File: src/rtl/lap_buffer_pkg.sv
`default_nettype none
// ============================================================================
// Module   : lap_buffer_pkg
// Brief    : Shared state encoding and lap-entry width for the lap buffer.
// Revision : 1.0 - initial release
// ============================================================================
package lap_buffer_pkg;

  // One lap entry is the four MM:SS BCD digits {mt,mo,st,so}.
  localparam int LAP_W = 16;

  // Display-path state.
  typedef enum logic [1:0] {
    ST_LIVE   = 2'd0,
    ST_FREEZE = 2'd1,
    ST_RECALL = 2'd2
  } lap_state_e;

endpackage : lap_buffer_pkg
`default_nettype wire

File: src/rtl/lap_buffer_ram.sv
`default_nettype none
// ============================================================================
// Module   : lap_ram
// Brief    : DEPTH x LAP_W register array with synchronous write and
//            combinational read. It has no reset, so it can map to
//            distributed RAM.
// Revision : 1.0 - initial release
// ============================================================================
module lap_ram
  import lap_buffer_pkg::*;
#(
  parameter int DEPTH = 4,
  parameter int PTR_W = 2
) (
  input  logic             clk,
  input  logic             we,
  input  logic [PTR_W-1:0] waddr,
  input  logic [LAP_W-1:0] wdata,
  input  logic [PTR_W-1:0] raddr,
  output logic [LAP_W-1:0] rdata
);

  logic [LAP_W-1:0] r_mem [DEPTH];

  // Write port: store one captured lap.
  always_ff @(posedge clk) begin
    if (we) begin
      r_mem[waddr] <= wdata;
    end
  end

  assign rdata = r_mem[raddr];

endmodule : lap_ram
`default_nettype wire

File: src/rtl/lap_buffer.sv
`default_nettype none
// ============================================================================
// Module   : lap_buffer
// Brief    : Lap/split capture stage. It captures MM:SS into a circular
//            buffer and freezes the display for HOLD_TICKS seconds. It also
//            replays the stored laps oldest-first and otherwise passes the
//            live time through.
// Revision : 1.0 - initial release
// ============================================================================
module lap_buffer
  import lap_buffer_pkg::*;
#(
  parameter int DEPTH      = 4,
  parameter int PTR_W      = 2,
  parameter int HOLD_TICKS = 3
) (
  input  logic             clk,
  input  logic             rst_n,
  input  logic             tick_1hz,
  input  logic             lap_pulse,
  input  logic             recall_pulse,
  input  logic             clear_pulse,
  input  logic [3:0]       live_mt,
  input  logic [3:0]       live_mo,
  input  logic [3:0]       live_st,
  input  logic [3:0]       live_so,
  output logic [3:0]       disp_mt,
  output logic [3:0]       disp_mo,
  output logic [3:0]       disp_st,
  output logic [3:0]       disp_so,
  output logic             frozen,
  output logic [PTR_W:0]   lap_count,
  output logic [PTR_W-1:0] recall_idx,
  output logic             overflow
);

  localparam logic [PTR_W:0]   C_FULL    = (PTR_W+1)'(DEPTH);
  localparam logic [PTR_W:0]   C_CNT_ONE = (PTR_W+1)'(1);
  localparam logic [PTR_W-1:0] C_PTR_ONE = PTR_W'(1);
  localparam logic [3:0]       C_HOLD    = 4'(HOLD_TICKS);

  lap_state_e       r_state, w_state_nxt;
  logic [PTR_W-1:0] r_wr_ptr, w_wr_ptr_nxt;
  logic [PTR_W:0]   r_lap_count, w_lap_count_nxt;
  logic [3:0]       r_hold_cnt, w_hold_cnt_nxt;
  logic [PTR_W-1:0] r_recall_idx, w_recall_idx_nxt;
  logic             r_overflow, w_overflow_nxt;
  logic [LAP_W-1:0] r_disp, w_disp_nxt;
  logic             r_frozen;

  logic             w_we;
  logic [LAP_W-1:0] w_live;
  logic [PTR_W-1:0] w_oldest;
  logic [PTR_W-1:0] w_rd_addr;
  logic [LAP_W-1:0] w_rd_data;

  assign w_live = {live_mt, live_mo, live_st, live_so};

  // When the buffer is full, the low bits of lap_count are zero, so the
  // oldest entry is the one at wr_ptr.
  assign w_oldest = r_wr_ptr - r_lap_count[PTR_W-1:0];

  // Entering RECALL shows the oldest entry. Stepping inside RECALL shows the
  // entry after the current index. The wrap case does not use the read data.
  assign w_rd_addr = (r_state == ST_RECALL) ? (w_oldest + r_recall_idx + C_PTR_ONE)
                                            : w_oldest;

  lap_ram #(
    .DEPTH (DEPTH),
    .PTR_W (PTR_W)
  ) u_lap_ram (
    .clk   (clk),
    .we    (w_we),
    .waddr (r_wr_ptr),
    .wdata (w_live),
    .raddr (w_rd_addr),
    .rdata (w_rd_data)
  );

  // Next-state and next-output logic; priority is clear > lap > recall > tick.
  always_comb begin
    w_state_nxt      = r_state;
    w_wr_ptr_nxt     = r_wr_ptr;
    w_lap_count_nxt  = r_lap_count;
    w_hold_cnt_nxt   = r_hold_cnt;
    w_recall_idx_nxt = r_recall_idx;
    w_overflow_nxt   = r_overflow;
    w_disp_nxt       = r_disp;
    w_we             = 1'b0;

    if (clear_pulse) begin
      w_state_nxt      = ST_LIVE;
      w_wr_ptr_nxt     = '0;
      w_lap_count_nxt  = '0;
      w_hold_cnt_nxt   = '0;
      w_recall_idx_nxt = '0;
      w_overflow_nxt   = 1'b0;
      w_disp_nxt       = w_live;
    end else if (lap_pulse) begin
      w_we             = 1'b1;
      w_wr_ptr_nxt     = r_wr_ptr + C_PTR_ONE;
      w_recall_idx_nxt = '0;
      w_disp_nxt       = w_live;
      if (r_lap_count == C_FULL) begin
        w_overflow_nxt = 1'b1;
      end else begin
        w_lap_count_nxt = r_lap_count + C_CNT_ONE;
      end
      if (HOLD_TICKS > 0) begin
        w_state_nxt    = ST_FREEZE;
        w_hold_cnt_nxt = C_HOLD;
      end else begin
        w_state_nxt    = ST_LIVE;
        w_hold_cnt_nxt = '0;
      end
    end else if (recall_pulse && (r_lap_count != '0)) begin
      w_hold_cnt_nxt = '0;
      if (r_state != ST_RECALL) begin
        w_state_nxt      = ST_RECALL;
        w_recall_idx_nxt = '0;
        w_disp_nxt       = w_rd_data;
      end else if ({1'b0, r_recall_idx} < (r_lap_count - C_CNT_ONE)) begin
        w_recall_idx_nxt = r_recall_idx + C_PTR_ONE;
        w_disp_nxt       = w_rd_data;
      end else begin
        w_state_nxt      = ST_LIVE;
        w_recall_idx_nxt = '0;
        w_disp_nxt       = w_live;
      end
    end else if ((r_state == ST_FREEZE) && tick_1hz) begin
      if (r_hold_cnt <= 4'd1) begin
        w_state_nxt    = ST_LIVE;
        w_hold_cnt_nxt = '0;
        w_disp_nxt     = w_live;
      end else begin
        w_hold_cnt_nxt = r_hold_cnt - 4'd1;
      end
    end else if (r_state == ST_LIVE) begin
      w_disp_nxt = w_live;
    end
  end

  // State, pointer, counter and output registers.
  always_ff @(posedge clk or negedge rst_n) begin
    if (!rst_n) begin
      r_state      <= ST_LIVE;
      r_wr_ptr     <= '0;
      r_lap_count  <= '0;
      r_hold_cnt   <= '0;
      r_recall_idx <= '0;
      r_overflow   <= 1'b0;
      r_disp       <= '0;
      r_frozen     <= 1'b0;
    end else begin
      r_state      <= w_state_nxt;
      r_wr_ptr     <= w_wr_ptr_nxt;
      r_lap_count  <= w_lap_count_nxt;
      r_hold_cnt   <= w_hold_cnt_nxt;
      r_recall_idx <= w_recall_idx_nxt;
      r_overflow   <= w_overflow_nxt;
      r_disp       <= w_disp_nxt;
      r_frozen     <= (w_state_nxt != ST_LIVE);
    end
  end

  assign disp_mt    = r_disp[15:12];
  assign disp_mo    = r_disp[11:8];
  assign disp_st    = r_disp[7:4];
  assign disp_so    = r_disp[3:0];
  assign frozen     = r_frozen;
  assign lap_count  = r_lap_count;
  assign recall_idx = r_recall_idx;
  assign overflow   = r_overflow;

endmodule : lap_buffer
`default_nettype wire

File: config.mk
export PLATFORM = sky130hd
export DESIGN_NAME = lap_buffer
export DESIGN_NICKNAME = d
export VERILOG_FILES = /design/src/rtl/lap_buffer_pkg.sv /design/src/rtl/lap_buffer_ram.sv /design/src/rtl/lap_buffer.sv
export SDC_FILE = /design/constraint.sdc
export NUM_CORES = 1
export LEC_CHECK = 0
export CAP_MARGIN = 20
export CORE_MARGIN = 10
export CORE_UTILIZATION = 45
export CTS_CLUSTER_DIAMETER = 30
export CTS_CLUSTER_SIZE = 20
export DETAILED_ROUTE_END_ITERATION = 16
export GPL_ROUTABILITY_DRIVEN = 1
export PLACE_DENSITY = 0.68
export SLEW_MARGIN = 20
export SYNTH_ARGS = -nofsm -noshare
export SYNTH_HDL_FRONTEND = slang
export SYNTH_SLANG_ARGS = --single-unit
export TNS_END_PERCENT = 30
File: constraint.sdc
create_clock -name clk -period 2.4 [get_ports clk]
set_clock_uncertainty 0.15 [all_clocks]
set_input_delay 0.36 -clock clk [delete_from_list [all_inputs] [get_ports clk]]
set_output_delay 0.36 -clock clk [all_outputs]
set_load 0.02 [all_outputs]
==> results.cfg <==
[drt]
ant_nets = 0
drtPass1Iterations = 4
avgRoutedWirePerCell_um = 18.9
drc = 0
vias = 2903
via_per_inst = 5.43
drt_wl_total_um = 10100
drt-initial-drc-count = 168

[finish]
areaGrowthSynthToFinish_pct = 26.3
nets = 435
drive_gt1_share_pct = 19.7
final_core_util_pct = 58.9
n_antenna_cell = 0

[cts]
clk_pin_slew_ns = 0.09
clock_sinks = 95
cts_buffers = 9
cts_max_path_buffers = 2
holdBufCountCts = 0
cts_tree = yes
cts_max_level = 3
insertion_delay_ns = 0.36
ctsRootBufferMaster = clkbuf_8

[global_route]
grt_pass1_vias = 3016
grt.total_usage_pct = 14.3
overflow = 0
grt_first_pass_wirelength_um = 16100
grt_max_degree = 32
antenna_found_initial = 0

[setup_path]
worstPathMaxFanout = 8
required_ns = 2.53
slowest_delay_ns = 0.44
crit_type = reg2reg
cp_common_cell = buf_6
crit_chain = buf_6 > inv_2 > ha_4 > ha_1 > o21ai_1 > nand3b_1 > a21oi_4 > buf_6 > o211ai_1 > a31oi_1
start_kind = flop
arrival_ns = 2.46
endpoint_kind = flop
critPathBufInv = 3
crit_family = compound AO/OA/AOI/OAI gates
cpMaxStageDelayCell = dfrtp_2

[placed_design]
dp_slack_ns = 0.0642
gp_routability_congestion = 0.810
port_buffers = 44
dp_hpwl_um = 6560

[power_and_ir_drop]
p_per_area_nw_per_um2 = 731
power_switching_uw = 1080
peakVddDrop_v = 0.000389
p_leak_uw = 0.00206
p_clk_share_pct = 31.6
pwr-share-seq_pct = 47.0
power.share.switching_pct = 26.9
power.share.combinational_pct = 21.4
internal_power_uw = 2920

[synth]
syn_inst = 338
yosys_warnings = 0
synth_area_leaders = edfxtp_1 (44%), dfrtp_1 (18%), mux2_2 (4.2%), o211ai_1 (3.8%), ha_1 (3.5%)
synth_area_per_cell_um2 = 12.8
syn_nets = 372
ys_seq_elements = 95
ys_seq_area_share_pct = 62.3
synth_area_um2 = 4330
synth_largest_area_cell = edfxtp_1
synth_top_area_share_pct = 44.4
synth.distinct_cells = 38

[sta]
max_freq_mhz = 429
final_hold_viol_count = 0
worstMarginPinSlew_ns = 0.451
setup_viol = 0
setup_slack_ns = 0.0666
rsz0062_at_grt = no
fin_crit_ns = 2.33
slew_headroom_pct = 69.9
slew_viol_final = 0
post-route-period-util_pct = 97.2

[die]
start_util_pct = 46.6
ioPinCount = 45
die_x_um = 118
die_h_um = 118
rows = 35
coreArea_um2 = 9280
die_area_um2 = 13900

[hold_path]
min_path_type = in2async

[outcome]
status = complete, no violations

[job]
drv_cap = 0
[logic make-up after synthesis]
logic type	after synthesis	share of synthesized area (%)
AO/OA/AOI/OAI	89	15.8
XOR/XNOR	5	1.33
adder cells (fa/ha/maj)	12	3.47
buffers and inverters	47	4.83
flip-flops	95	62.3
multiplexers	17	4.40
AND/OR/NAND/NOR	73	7.81
[layout by cell type, fill, tap and decap left out, types with 2 or more instances in the layout]
master | synthesis | layout
a21o_1 | 2 | 2
a21oi_1 | 11 | 10
a31oi_1 | 17 | 17
and2_1 | 6 | 6
buf_12 | 0 | 9
buf_4 | 0 | 14
buf_6 | 3 | 4
bufinv_16 | 0 | 3
clkbuf_8 | 0 | 9
clkdlybuf4s50_1 | 0 | 44
clkinvlp_4 | 0 | 2
dfrtp_1 | 31 | 30
edfxtp_1 | 64 | 64
ha_1 | 12 | 9
ha_4 | 0 | 3
inv_1 | 28 | 26
inv_2 | 0 | 2
mux2_2 | 16 | 13
mux2_4 | 0 | 3
nand2_1 | 20 | 20
nand3_1 | 2 | 2
nand3b_1 | 3 | 3
nor2_1 | 28 | 28
nor3_1 | 4 | 4
o211ai_1 | 22 | 22
o211ai_2 | 10 | 10
o21ai_0 | 5 | 4
o21ai_1 | 2 | 3
o221ai_1 | 16 | 16
or2_1 | 2 | 2
or4_1 | 2 | 2
xnor2_1 | 3 | 3
[metal layers]
| metal | GRT usage [%] | up-vias | part of all wire, % |
|---|---|---|---|
| li1 | - | 1384 | - |
| met1 | 17.6 | 1423 | 44 |
| met2 | 24.5 | 83 | 49 |
| met3 | 3.02 | 13 | 5.3 |
| met4 | 4.40 | 0 | 1.4 |
| met5 | 0 | - | 0 |
[worst register-to-register path, delay by kind of cell (launching register included)]
kind | cells | cell delay (ns)
fa+ha+maj | 2 | 0.46
flops | 1 | 0.44
simple gates | 1 | 0.18
compound gates | 4 | 0.65
buf+inv | 3 | 0.38
[worst paths after layout]
path | endpoint | slack, ns | start | cells after the start
worst max-delay path | r_disp[15]$_DFFE_PN0P_ | 0.07 | lap_count[0]$_DFFE_PN0P_ | 10
worst min-delay path | overflow$_DFFE_PN0P_ | 0.27 | rst_n | 2
worst max register to register | r_disp[15]$_DFFE_PN0P_ | 0.07 | lap_count[0]$_DFFE_PN0P_ | 10
worst min register to register | overflow$_DFFE_PN0P_ | 0.36 | overflow$_DFFE_PN0P_ | 2
max in group asynchronous | lap_count[0]$_DFFE_PN0P_ | 1.49 | rst_n | 2
min in group clk | overflow$_DFFE_PN0P_ | 0.36 | overflow$_DFFE_PN0P_ | 2
[metrics by stage]
step / total power, µW / instances / hold WS [ns] / instance area [µm²] / TNS (ns)
2_1_floorplan: 2430 / 338 / -0.0856 / 4390 / -0.572
3_3_place_gp: 2740 / 517 / 0.340 / 5170 / 0
3_5_place_dp: 2760 / 517 / 0.341 / 5170 / 0
4_1_cts: 4020 / 533 / 0.273 / 5420 / 0
5_1_grt: 4170 / 535 / 0.308 / 5470 / 0
6_report: 4000 / 535 / 0.268 / 5470 / 0
[flip-flops by register name, indices dropped and copies added (netlist names)]
name,cells
frozen,1
r_hold_cnt,4
overflow,1
recall_idx,2
u_lap_ram.r_mem,64
r_state,2
r_disp,16
r_wr_ptr,2
lap_count,3
[timing repair]
item,CTS,global route
resized for setup,0,10
endpoints found under the setup margin,0,11
setup buffers,0,1
[cell type report]
| class | instances | area (µm²) |
|---|---|---|
| fill | 776 | 3820 |
| inverter | 28 | 105 |
| multi-input combinational | 196 | 1490 |
| clock inverter | 7 | 119 |
| clock buffer | 9 | 124 |
| timing repair buffer | 71 | 771 |
| sequential | 95 | 2700 |
| tap | 129 | 161 |
[cell usage after synthesis, drive strengths merged]
master	count
o31ai	1
clkbuf	8
xor2	1
nor2b	1
o221ai	16
and2	6
xnor2	3
nand4	1
buf	11
o21ai	7
nand3b	3
a31oi	17
nor3	4
a21boi	1
ha	12
o211ai	32
a21oi	12
edfxtp	64
a21o	2
xnor3	1
o2111ai	1
inv	28
mux2	16
and4	1
mux2i	1
or4	2
or2	2
and3	1
dfrtp	31
nand2b	1
nand3	2
nor2	29
nand2	20
[power by group through the flow]
stage	logic, µW	registers, µW	clock network, µW
finish	856	1880	1260
global route	931	1890	1360
CTS	853	1880	1290
detailed placement	849	1910	0
global placement	833	1910	0
floorplan	469	1960	0
(Power assumes the default switching activity.)
